[src/rtl/iob_rom_rr_arbiter_if.sv]
// ----------------------------------------------------------------------------
// iob_rom_rr_arbiter_if
//
// Purpose : bundles the two requester read ports and the single-port ROM
//           port served by iob_rom_rr_arbiter.
//
// Handshake (applies to both requester ports):
//   A request transfers on a rising clock edge where rN_valid_i and rN_ready_o
//   are both 1. Once it raises rN_valid_i, the requester keeps rN_valid_i and
//   rN_addr_i stable until that edge. rN_ready_o is a pure function of the
//   valid inputs and the arbiter's priority pointer; it never waits on
//   anything downstream. Read data is returned as a one-cycle rN_rvalid_o
//   pulse two cycles after the transfer, with no back-pressure.
//
// Signals (direction as seen by the arbiter, i.e. the slave modport):
//   r1_valid_i/r2_valid_i   in   read request
//   r1_addr_i/r2_addr_i     in   read address (ADDR_W)
//   r1_ready_o/r2_ready_o   out  request accepted this cycle
//   r1_rdata_o/r2_rdata_o   out  read data (DATA_W), held between reads
//   r1_rvalid_o/r2_rvalid_o out  read data valid, one-cycle pulse
//   rom_en_o                out  ROM read enable
//   rom_addr_o              out  ROM read address (ADDR_W)
//   rom_data_i              in   ROM read data, valid the cycle after rom_en_o
// ----------------------------------------------------------------------------
interface iob_rom_rr_arbiter_if #(
  parameter int DATA_W = 32,
  parameter int ADDR_W = 10
);

  // Requester 1
  logic              r1_valid_i;
  logic [ADDR_W-1:0] r1_addr_i;
  logic              r1_ready_o;
  logic [DATA_W-1:0] r1_rdata_o;
  logic              r1_rvalid_o;

  // Requester 2
  logic              r2_valid_i;
  logic [ADDR_W-1:0] r2_addr_i;
  logic              r2_ready_o;
  logic [DATA_W-1:0] r2_rdata_o;
  logic              r2_rvalid_o;

  // Single-port ROM
  logic              rom_en_o;
  logic [ADDR_W-1:0] rom_addr_o;
  logic [DATA_W-1:0] rom_data_i;

  // Arbiter side
  modport slave (
    input  r1_valid_i, r1_addr_i,
    output r1_ready_o, r1_rdata_o, r1_rvalid_o,
    input  r2_valid_i, r2_addr_i,
    output r2_ready_o, r2_rdata_o, r2_rvalid_o,
    output rom_en_o, rom_addr_o,
    input  rom_data_i
  );

  // Requester / ROM side
  modport master (
    output r1_valid_i, r1_addr_i,
    input  r1_ready_o, r1_rdata_o, r1_rvalid_o,
    output r2_valid_i, r2_addr_i,
    input  r2_ready_o, r2_rdata_o, r2_rvalid_o,
    input  rom_en_o, rom_addr_o,
    output rom_data_i
  );

endinterface

[src/rtl/iob_rom_rr_arbiter.sv]
// ----------------------------------------------------------------------------
// iob_rom_rr_arbiter
//
// Purpose : shares one synchronous single-port ROM between two read
//           requesters with round-robin priority. One request is accepted per
//           cycle; its data comes back to the requesting port two cycles
//           later as a one-cycle rvalid pulse.
//
// Ports:
//   clk_i       in   single clock, rising edge
//   arst_n_i    in   asynchronous reset, active low
//   bus         --   iob_rom_rr_arbiter_if.slave: both requester ports and the
//                    ROM port (see the interface file for the handshake)
//   prio_dbg_o  out  current priority pointer (0 = port 1, 1 = port 2)
//
// Timing of one read accepted in cycle N:
//   cycle N   : rN_ready_o = 1, rom_en_o = 1, rom_addr_o = address
//   edge N    : ROM latches the address; stage 1 records {valid, port id}
//   cycle N+1 : ROM drives the data on rom_data_i
//   edge N+1  : stage 2 loads rom_data_i into the recorded port's rdata
//   cycle N+2 : that port's rvalid is 1
// Reads pipeline back-to-back, so responses leave in acceptance order.
// ----------------------------------------------------------------------------
module iob_rom_rr_arbiter #(
  parameter int DATA_W = 32,
  parameter int ADDR_W = 10
) (
  input  logic                  clk_i,
  input  logic                  arst_n_i,
  iob_rom_rr_arbiter_if.slave   bus,
  output logic                  prio_dbg_o
);

  // --------------------------------------------------------------------------
  // Priority pointer: names the port that wins when both request together.
  // --------------------------------------------------------------------------
  typedef enum logic {
    PRIO_R1 = 1'b0,
    PRIO_R2 = 1'b1
  } prio_e;

  prio_e prio_q;
  prio_e prio_d;

  logic              gnt1;
  logic              gnt2;
  logic              xfer;
  logic [ADDR_W-1:0] rom_addr_d;

  // Stage 1: which port (if any) has a ROM read in flight.
  logic s1_vld_q;
  logic s1_sel_q;   // 0 = port 1, 1 = port 2

  // Stage 2: returned data and the rvalid pulses.
  logic [DATA_W-1:0] r1_rdata_q;
  logic [DATA_W-1:0] r2_rdata_q;
  logic              r1_rvalid_q;
  logic              r2_rvalid_q;

  // --------------------------------------------------------------------------
  // Grant. A lone requester always wins; a tie goes to the pointer.
  // The grant is forced low while reset is asserted so that nothing
  // is accepted (and the ROM is not enabled) during reset, even though the
  // combinational path would otherwise follow the valid inputs.
  // Because the grant depends only on the valid inputs and the pointer,
  // ready never depends on ready.
  // --------------------------------------------------------------------------
  always_comb begin
    gnt1 = 1'b0;
    gnt2 = 1'b0;
    if (arst_n_i) begin
      if (bus.r1_valid_i && bus.r2_valid_i) begin
        gnt1 = (prio_q == PRIO_R1);
        gnt2 = (prio_q == PRIO_R2);
      end else begin
        gnt1 = bus.r1_valid_i;
        gnt2 = bus.r2_valid_i;
      end
    end
  end

  assign xfer = gnt1 | gnt2;

  // ROM address is driven to zero when idle rather than left floating on
  // the last request, which keeps the ROM port quiet between reads.
  always_comb begin
    rom_addr_d = '0;
    if (gnt1) begin
      rom_addr_d = bus.r1_addr_i;
    end else if (gnt2) begin
      rom_addr_d = bus.r2_addr_i;
    end
  end

  // --------------------------------------------------------------------------
  // Pointer next state. After a transfer the priority passes to the port
  // that was not just served; with no transfer it holds. Under continuous
  // requests from both ports this gives a strict 1,2,1,2 alternation, and a
  // port that was served alone several times in a row still yields to the
  // other port the moment it shows up.
  // --------------------------------------------------------------------------
  always_comb begin
    prio_d = prio_q;
    if (gnt1) begin
      prio_d = PRIO_R2;
    end else if (gnt2) begin
      prio_d = PRIO_R1;
    end
  end

  always_ff @(posedge clk_i or negedge arst_n_i) begin
    if (!arst_n_i) begin
      prio_q <= PRIO_R1;
    end else begin
      prio_q <= prio_d;
    end
  end

  // --------------------------------------------------------------------------
  // Stage 1: remember who issued the read that the ROM is servicing.
  // Clearing s1_vld_q on reset drops any read in flight, so no rvalid pulse
  // appears for it after reset is released.
  // --------------------------------------------------------------------------
  always_ff @(posedge clk_i or negedge arst_n_i) begin
    if (!arst_n_i) begin
      s1_vld_q <= 1'b0;
      s1_sel_q <= 1'b0;
    end else begin
      s1_vld_q <= xfer;
      s1_sel_q <= gnt2;
    end
  end

  // --------------------------------------------------------------------------
  // Stage 2: steer ROM data to the recorded port. Each rdata register loads
  // only when its own read completes, so it holds the last value otherwise.
  // --------------------------------------------------------------------------
  always_ff @(posedge clk_i or negedge arst_n_i) begin
    if (!arst_n_i) begin
      r1_rdata_q  <= '0;
      r2_rdata_q  <= '0;
      r1_rvalid_q <= 1'b0;
      r2_rvalid_q <= 1'b0;
    end else begin
      r1_rvalid_q <= s1_vld_q && !s1_sel_q;
      r2_rvalid_q <= s1_vld_q &&  s1_sel_q;
      if (s1_vld_q && !s1_sel_q) begin
        r1_rdata_q <= bus.rom_data_i;
      end
      if (s1_vld_q && s1_sel_q) begin
        r2_rdata_q <= bus.rom_data_i;
      end
    end
  end

  // --------------------------------------------------------------------------
  // Outputs
  // --------------------------------------------------------------------------
  assign bus.r1_ready_o  = gnt1;
  assign bus.r2_ready_o  = gnt2;
  assign bus.rom_en_o    = xfer;
  assign bus.rom_addr_o  = rom_addr_d;
  assign bus.r1_rdata_o  = r1_rdata_q;
  assign bus.r2_rdata_o  = r2_rdata_q;
  assign bus.r1_rvalid_o = r1_rvalid_q;
  assign bus.r2_rvalid_o = r2_rvalid_q;
  assign prio_dbg_o      = prio_q;

endmodule

[src/flat_wrapper.sv]
// flat-port wrapper written by rule: the top's interface ports become plain ports
module iob_rom_rr_arbiter_flat 
#(
  parameter int DATA_W = 32,
  parameter int ADDR_W = 10
)
  (clk_i, arst_n_i, prio_dbg_o, bus_r1_valid_i, bus_r1_addr_i, bus_r1_ready_o, bus_r1_rdata_o, bus_r1_rvalid_o, bus_r2_valid_i, bus_r2_addr_i, bus_r2_ready_o, bus_r2_rdata_o, bus_r2_rvalid_o, bus_rom_en_o, bus_rom_addr_o, bus_rom_data_i);
  iob_rom_rr_arbiter_if #(.DATA_W(DATA_W), .ADDR_W(ADDR_W)) bus_i ();
  input  logic clk_i;
  input  logic arst_n_i;
  output logic prio_dbg_o;
  input wire logic [$bits(bus_i.r1_valid_i)-1:0] bus_r1_valid_i;
  input wire logic [$bits(bus_i.r1_addr_i)-1:0] bus_r1_addr_i;
  output wire logic [$bits(bus_i.r1_ready_o)-1:0] bus_r1_ready_o;
  output wire logic [$bits(bus_i.r1_rdata_o)-1:0] bus_r1_rdata_o;
  output wire logic [$bits(bus_i.r1_rvalid_o)-1:0] bus_r1_rvalid_o;
  input wire logic [$bits(bus_i.r2_valid_i)-1:0] bus_r2_valid_i;
  input wire logic [$bits(bus_i.r2_addr_i)-1:0] bus_r2_addr_i;
  output wire logic [$bits(bus_i.r2_ready_o)-1:0] bus_r2_ready_o;
  output wire logic [$bits(bus_i.r2_rdata_o)-1:0] bus_r2_rdata_o;
  output wire logic [$bits(bus_i.r2_rvalid_o)-1:0] bus_r2_rvalid_o;
  output wire logic [$bits(bus_i.rom_en_o)-1:0] bus_rom_en_o;
  output wire logic [$bits(bus_i.rom_addr_o)-1:0] bus_rom_addr_o;
  input wire logic [$bits(bus_i.rom_data_i)-1:0] bus_rom_data_i;
  assign bus_i.r1_valid_i = bus_r1_valid_i;
  assign bus_i.r1_addr_i = bus_r1_addr_i;
  assign bus_r1_ready_o = bus_i.r1_ready_o;
  assign bus_r1_rdata_o = bus_i.r1_rdata_o;
  assign bus_r1_rvalid_o = bus_i.r1_rvalid_o;
  assign bus_i.r2_valid_i = bus_r2_valid_i;
  assign bus_i.r2_addr_i = bus_r2_addr_i;
  assign bus_r2_ready_o = bus_i.r2_ready_o;
  assign bus_r2_rdata_o = bus_i.r2_rdata_o;
  assign bus_r2_rvalid_o = bus_i.r2_rvalid_o;
  assign bus_rom_en_o = bus_i.rom_en_o;
  assign bus_rom_addr_o = bus_i.rom_addr_o;
  assign bus_i.rom_data_i = bus_rom_data_i;
  iob_rom_rr_arbiter #(.DATA_W(DATA_W), .ADDR_W(ADDR_W)) u_core (.clk_i(clk_i), .arst_n_i(arst_n_i), .bus(bus_i), .prio_dbg_o(prio_dbg_o));
endmodule
[config.mk]
export PLATFORM = sky130hd
export DESIGN_NAME = iob_rom_rr_arbiter_flat
export DESIGN_NICKNAME = d
export VERILOG_FILES = /design/src/rtl/iob_rom_rr_arbiter_if.sv /design/src/rtl/iob_rom_rr_arbiter.sv /design/src/flat_wrapper.sv
export SDC_FILE = /design/constraint.sdc
export NUM_CORES = 1
export LEC_CHECK = 0
export ABC_AREA = 0
export CORE_MARGIN = 10
export CORE_UTILIZATION = 41
export DETAILED_ROUTE_END_ITERATION = 7
export GPL_TIMING_DRIVEN = 0
export PLACE_DENSITY = 0.84
export SYNTH_ARGS = -nofsm -noshare
export SYNTH_HDL_FRONTEND = slang
export SYNTH_SLANG_ARGS = --single-unit
[constraint.sdc]
create_clock -name clk_i -period 1.4 [get_ports clk_i]
set_input_delay 0.28 -clock clk_i [delete_from_list [all_inputs] [get_ports clk_i]]
set_output_delay 0.28 -clock clk_i [all_outputs]
set_load 0.05 [all_outputs]
==> metrics.yaml <==
place_ws_ps: -1090
post_synthesis_sequential_element_count: 69
multi_input_area_sq_mm: 0.00121
cp.buffers_inverters: 3
route.detailed.vias_per_inst: 4.70
post_syn_area_per_cell_sq_um: 15.3
postSynthCellCount: 189
power.ir.vdd_worst_mv: 0.878
worst-path-max-fanout: 5
grt_antenna_before_repair: 0
gpl.final_weighted_congestion: 0.726
synth_xor_xnor_area_share_pct: 0
post-route-cell-area_sq_mm: 0.00512
slew_violations: 0
final_ws_setup_ps: -341
placeableCoreArea_sq_mm: 0.00683
synth_simple_gate_area_share_pct: 4.07
pwr-share-seq_pct: 34.1
grt_start_max_net_pins: 37
final_hold_viol_count: 0
placed_cells: 421
maxCapViolations: 0
critical_path.startpoint_type: "flop"
cellInternalPower_mw: 4.58
timing.max_slew.rel_slack_pct: 38.8
finClkSkew_ps: 8.76
numClockSinks: 69
power_leakage_nw: 2.26
outcome: "finished with violations"
cp_common_cell: "sky130_fd_sc_hd__buf_12"
synth_cell_types: 16
grt_pass1_vias: 2475
final_layout_size_suffix_gt1_share_pct: 56.0
path_delay_family: "flip-flops"
clock_tree.buffer_depth: 2
violations: "setup timing"
grt_overflow_total: 0
mappedNetlistNets: 245
floorplan.initialDensity_pct: 42.3
timing_worst_slew_pin_value_ps: 915
instances_no_fill: 453
route.detailed.drc: 0
cp_data_arrival_time_ps: 1460
layout_worst_path_cycle_share_pct: 124
layout.cells.most_common: "sky130_fd_sc_hd__dfrtp_1"
area_delta_synth_final_pct: 76.9
rsz0062_at_grt: "yes"
pwr-share-comb_pct: 46.0
r2r_cells: 3
yosys-mux-area-fraction_pct: 28.7
total_power_mw: 7.73
chipWidth_um: 104
die_area_sq_mm: 0.0108
path_clk_slew_ps: 70
reg2reg_capture_point: "u_core.bus.r2_rdata_o[29]"
grtUsageTotal_pct: 15.2
postPlaceCellArea_sq_mm: 0.00457
crit_path_end_kind: "primary output"
power.clock.fraction_pct: 19.8
required_ps: 1120
vias: 2128
register_area_sq_mm: 0.00173
drt_first_pass_iters: 4
netSwitchingFraction_pct: 40.7
post_drt_wl_per_cell_um: 19.0
placement_rows: 30
drt-total-wl_um: 8600
min-delay-path-class: "input port to async pin"
setup_viol: 14
number_of_violations_reported_at_the_end_of_detailed_routing_iteration_0: 37
root_buffer_master: "sky130_fd_sc_hd__clkbuf_8"
largest_family_of_logic_cells_by_synthesized_area: "multiplexers"
path_cells: "o21ai_4 > buf_12 > buf_12 > o22ai_4 > buf_6"
final_core_utilization_pct: 74.9
buffer_ports.inserted: 135
yosysWarningCount: 0
critical-path-max-stage-delay_ps: 440
finalCriticalPeriod_ps: 1740
number_of_buffers_created_by_cts: 9
yosys.area_share.adder_pct: 0
post_synthesis_compound_gate_area_fraction_pct: 2.73
register_to_register_setup_slack_ps: 130
nNetsFinal: 408
netlist_area_sq_mm: 0.00289
number_of_top_level_pins: 136
cellPowerDensity_mw_per_mm2: 1510
crit_path_top_delay_cell: "sky130_fd_sc_hd__dfrtp_2"
grt_first_pass_wirelength_um: 13400
power_switching_mw: 3.15
worst-setup-path-type: "flop to primary output"
regToRegStartpoint: "u_core.s1_vld_q"
max_freq_mhz: 575
fillers: 458
cts_tree: "yes"
num_antenna_cells: 0
chipHeight_um: 104
layout_common_cells: "sky130_fd_sc_hd__dfrtp_1 (68), sky130_fd_sc_hd__clkdlybuf4s15_2 (61), sky130_fd_sc_hd__clkdlybuf4s50_1 (52), sky130_fd_sc_hd__mux2_2 (35), sky130_fd_sc_hd__mux2_4 (29)"
skew_pair_late_insertion_delay_ps: 330
ant_nets: 0
ctsHtreeMaxLevel: 3
hpwl_um: 5820
yosysSeqAreaShare_pct: 59.7
-- how the worst max path moves through the flow --
stage                                 start           endpoint  slack [ps]  cells past startpoint
after floorplan           u_core.prio_dbg_o  bus_rom_addr_o[0]         -90                      4
after global placement             arst_n_i       bus_rom_en_o       -3750                      5
after detailed placement           arst_n_i       bus_rom_en_o       -1090                      6
after CTS                 u_core.prio_dbg_o  bus_rom_addr_o[4]        -360                      5
after global routing      u_core.prio_dbg_o  bus_rom_addr_o[3]        -410                      5
final                     u_core.prio_dbg_o  bus_rom_addr_o[8]        -340                      5
-- power by group through the flow --
stage	clock network [mW]	registers [mW]	logic [mW]
6_report	1.53	2.64	3.56
5_1_grt	1.68	2.69	3.70
4_1_cts	1.56	2.63	3.57
3_5_place_dp	0	2.67	3.57
3_3_place_gp	0	2.65	3.53
2_1_floorplan	0	4.13	0.814
-- state kept, by name, summed over array words and instances (netlist names) --
register and cells:
u_core.s1_sel_q 1, u_core.prio_dbg_o 1, u_core.bus.r1_rdata_o 32, u_core.bus.r2_rvalid_o 1
u_core.bus.r2_rdata_o 32, u_core.bus.r1_rvalid_o 1, u_core.s1_vld_q 1
-- cell usage after synthesis, drive strengths merged --
master	n	area [sq um]
dfrtp	69	1730
buf	10	120
o21ai	1	5.00
a31oi	1	6.26
clkbuf	1	3.75
o22ai	10	62.6
nand2b	1	13.8
nand2	23	88.8
nor2	4	15.0
mux2	64	830
inv	4	15.0
a21oi	1	5.00
-- area by class of cell --
type                            count  area share, %
Sequential cell                    69           33.8
Clock buffer                       12           2.64
Clock inverter                      4          0.954
Multi-Input combinational cell    105           23.6
Inverter                            4          0.367
Tap cell                           96           2.35
Buffer                             11           3.37
Timing Repair Buffer              152           32.9
-- through the flow --
stage | hold WS, ps | setup TNS (ps)
6_report | 26.3 | -3650
5_1_grt | 25.9 | -6490
3_5_place_dp | 91.8 | -15280
4_1_cts | -260 | -4450
2_1_floorplan | -15.6 | -677
3_3_place_gp | 488 | -225930
-- repair_timing --
item,CTS,global route
resized for setup,302,17
gates cloned,3,1
setup buffers,4,4
pin swaps,4,2
setup endpoints to repair,80,19
endpoints found under the hold margin,34,23
-- cell families (layout without fill, tap and decap cells) --
logic type	after synthesis	count (layout)
AO/OA/AOI/OAI	13	13
multiplexers	64	64
AND/OR/NAND/NOR	28	28
flip-flops	69	69
buffers and inverters	15	183
-- worst min-delay path, stage by stage --
cell	delay, ps
sky130_fd_sc_hd__buf_6	110
sky130_fd_sc_hd__buf_16	120
sky130_fd_sc_hd__buf_4	170
-- metal layers --
| metal | vias to the layer above | global-route usage [%] | part of all wire, % |
|---|---|---|---|
| met3 | 11 | 8.80 | 9.6 |
| met2 | 91 | 24.4 | 48 |
| met4 | 0 | 2.98 | 0.94 |
| li1 | 986 | - | - |
| met1 | 1040 | 17.1 | 41 |
| met5 | - | 0 | 0 |
No activity file was read; power rests on OpenSTA's default activity.
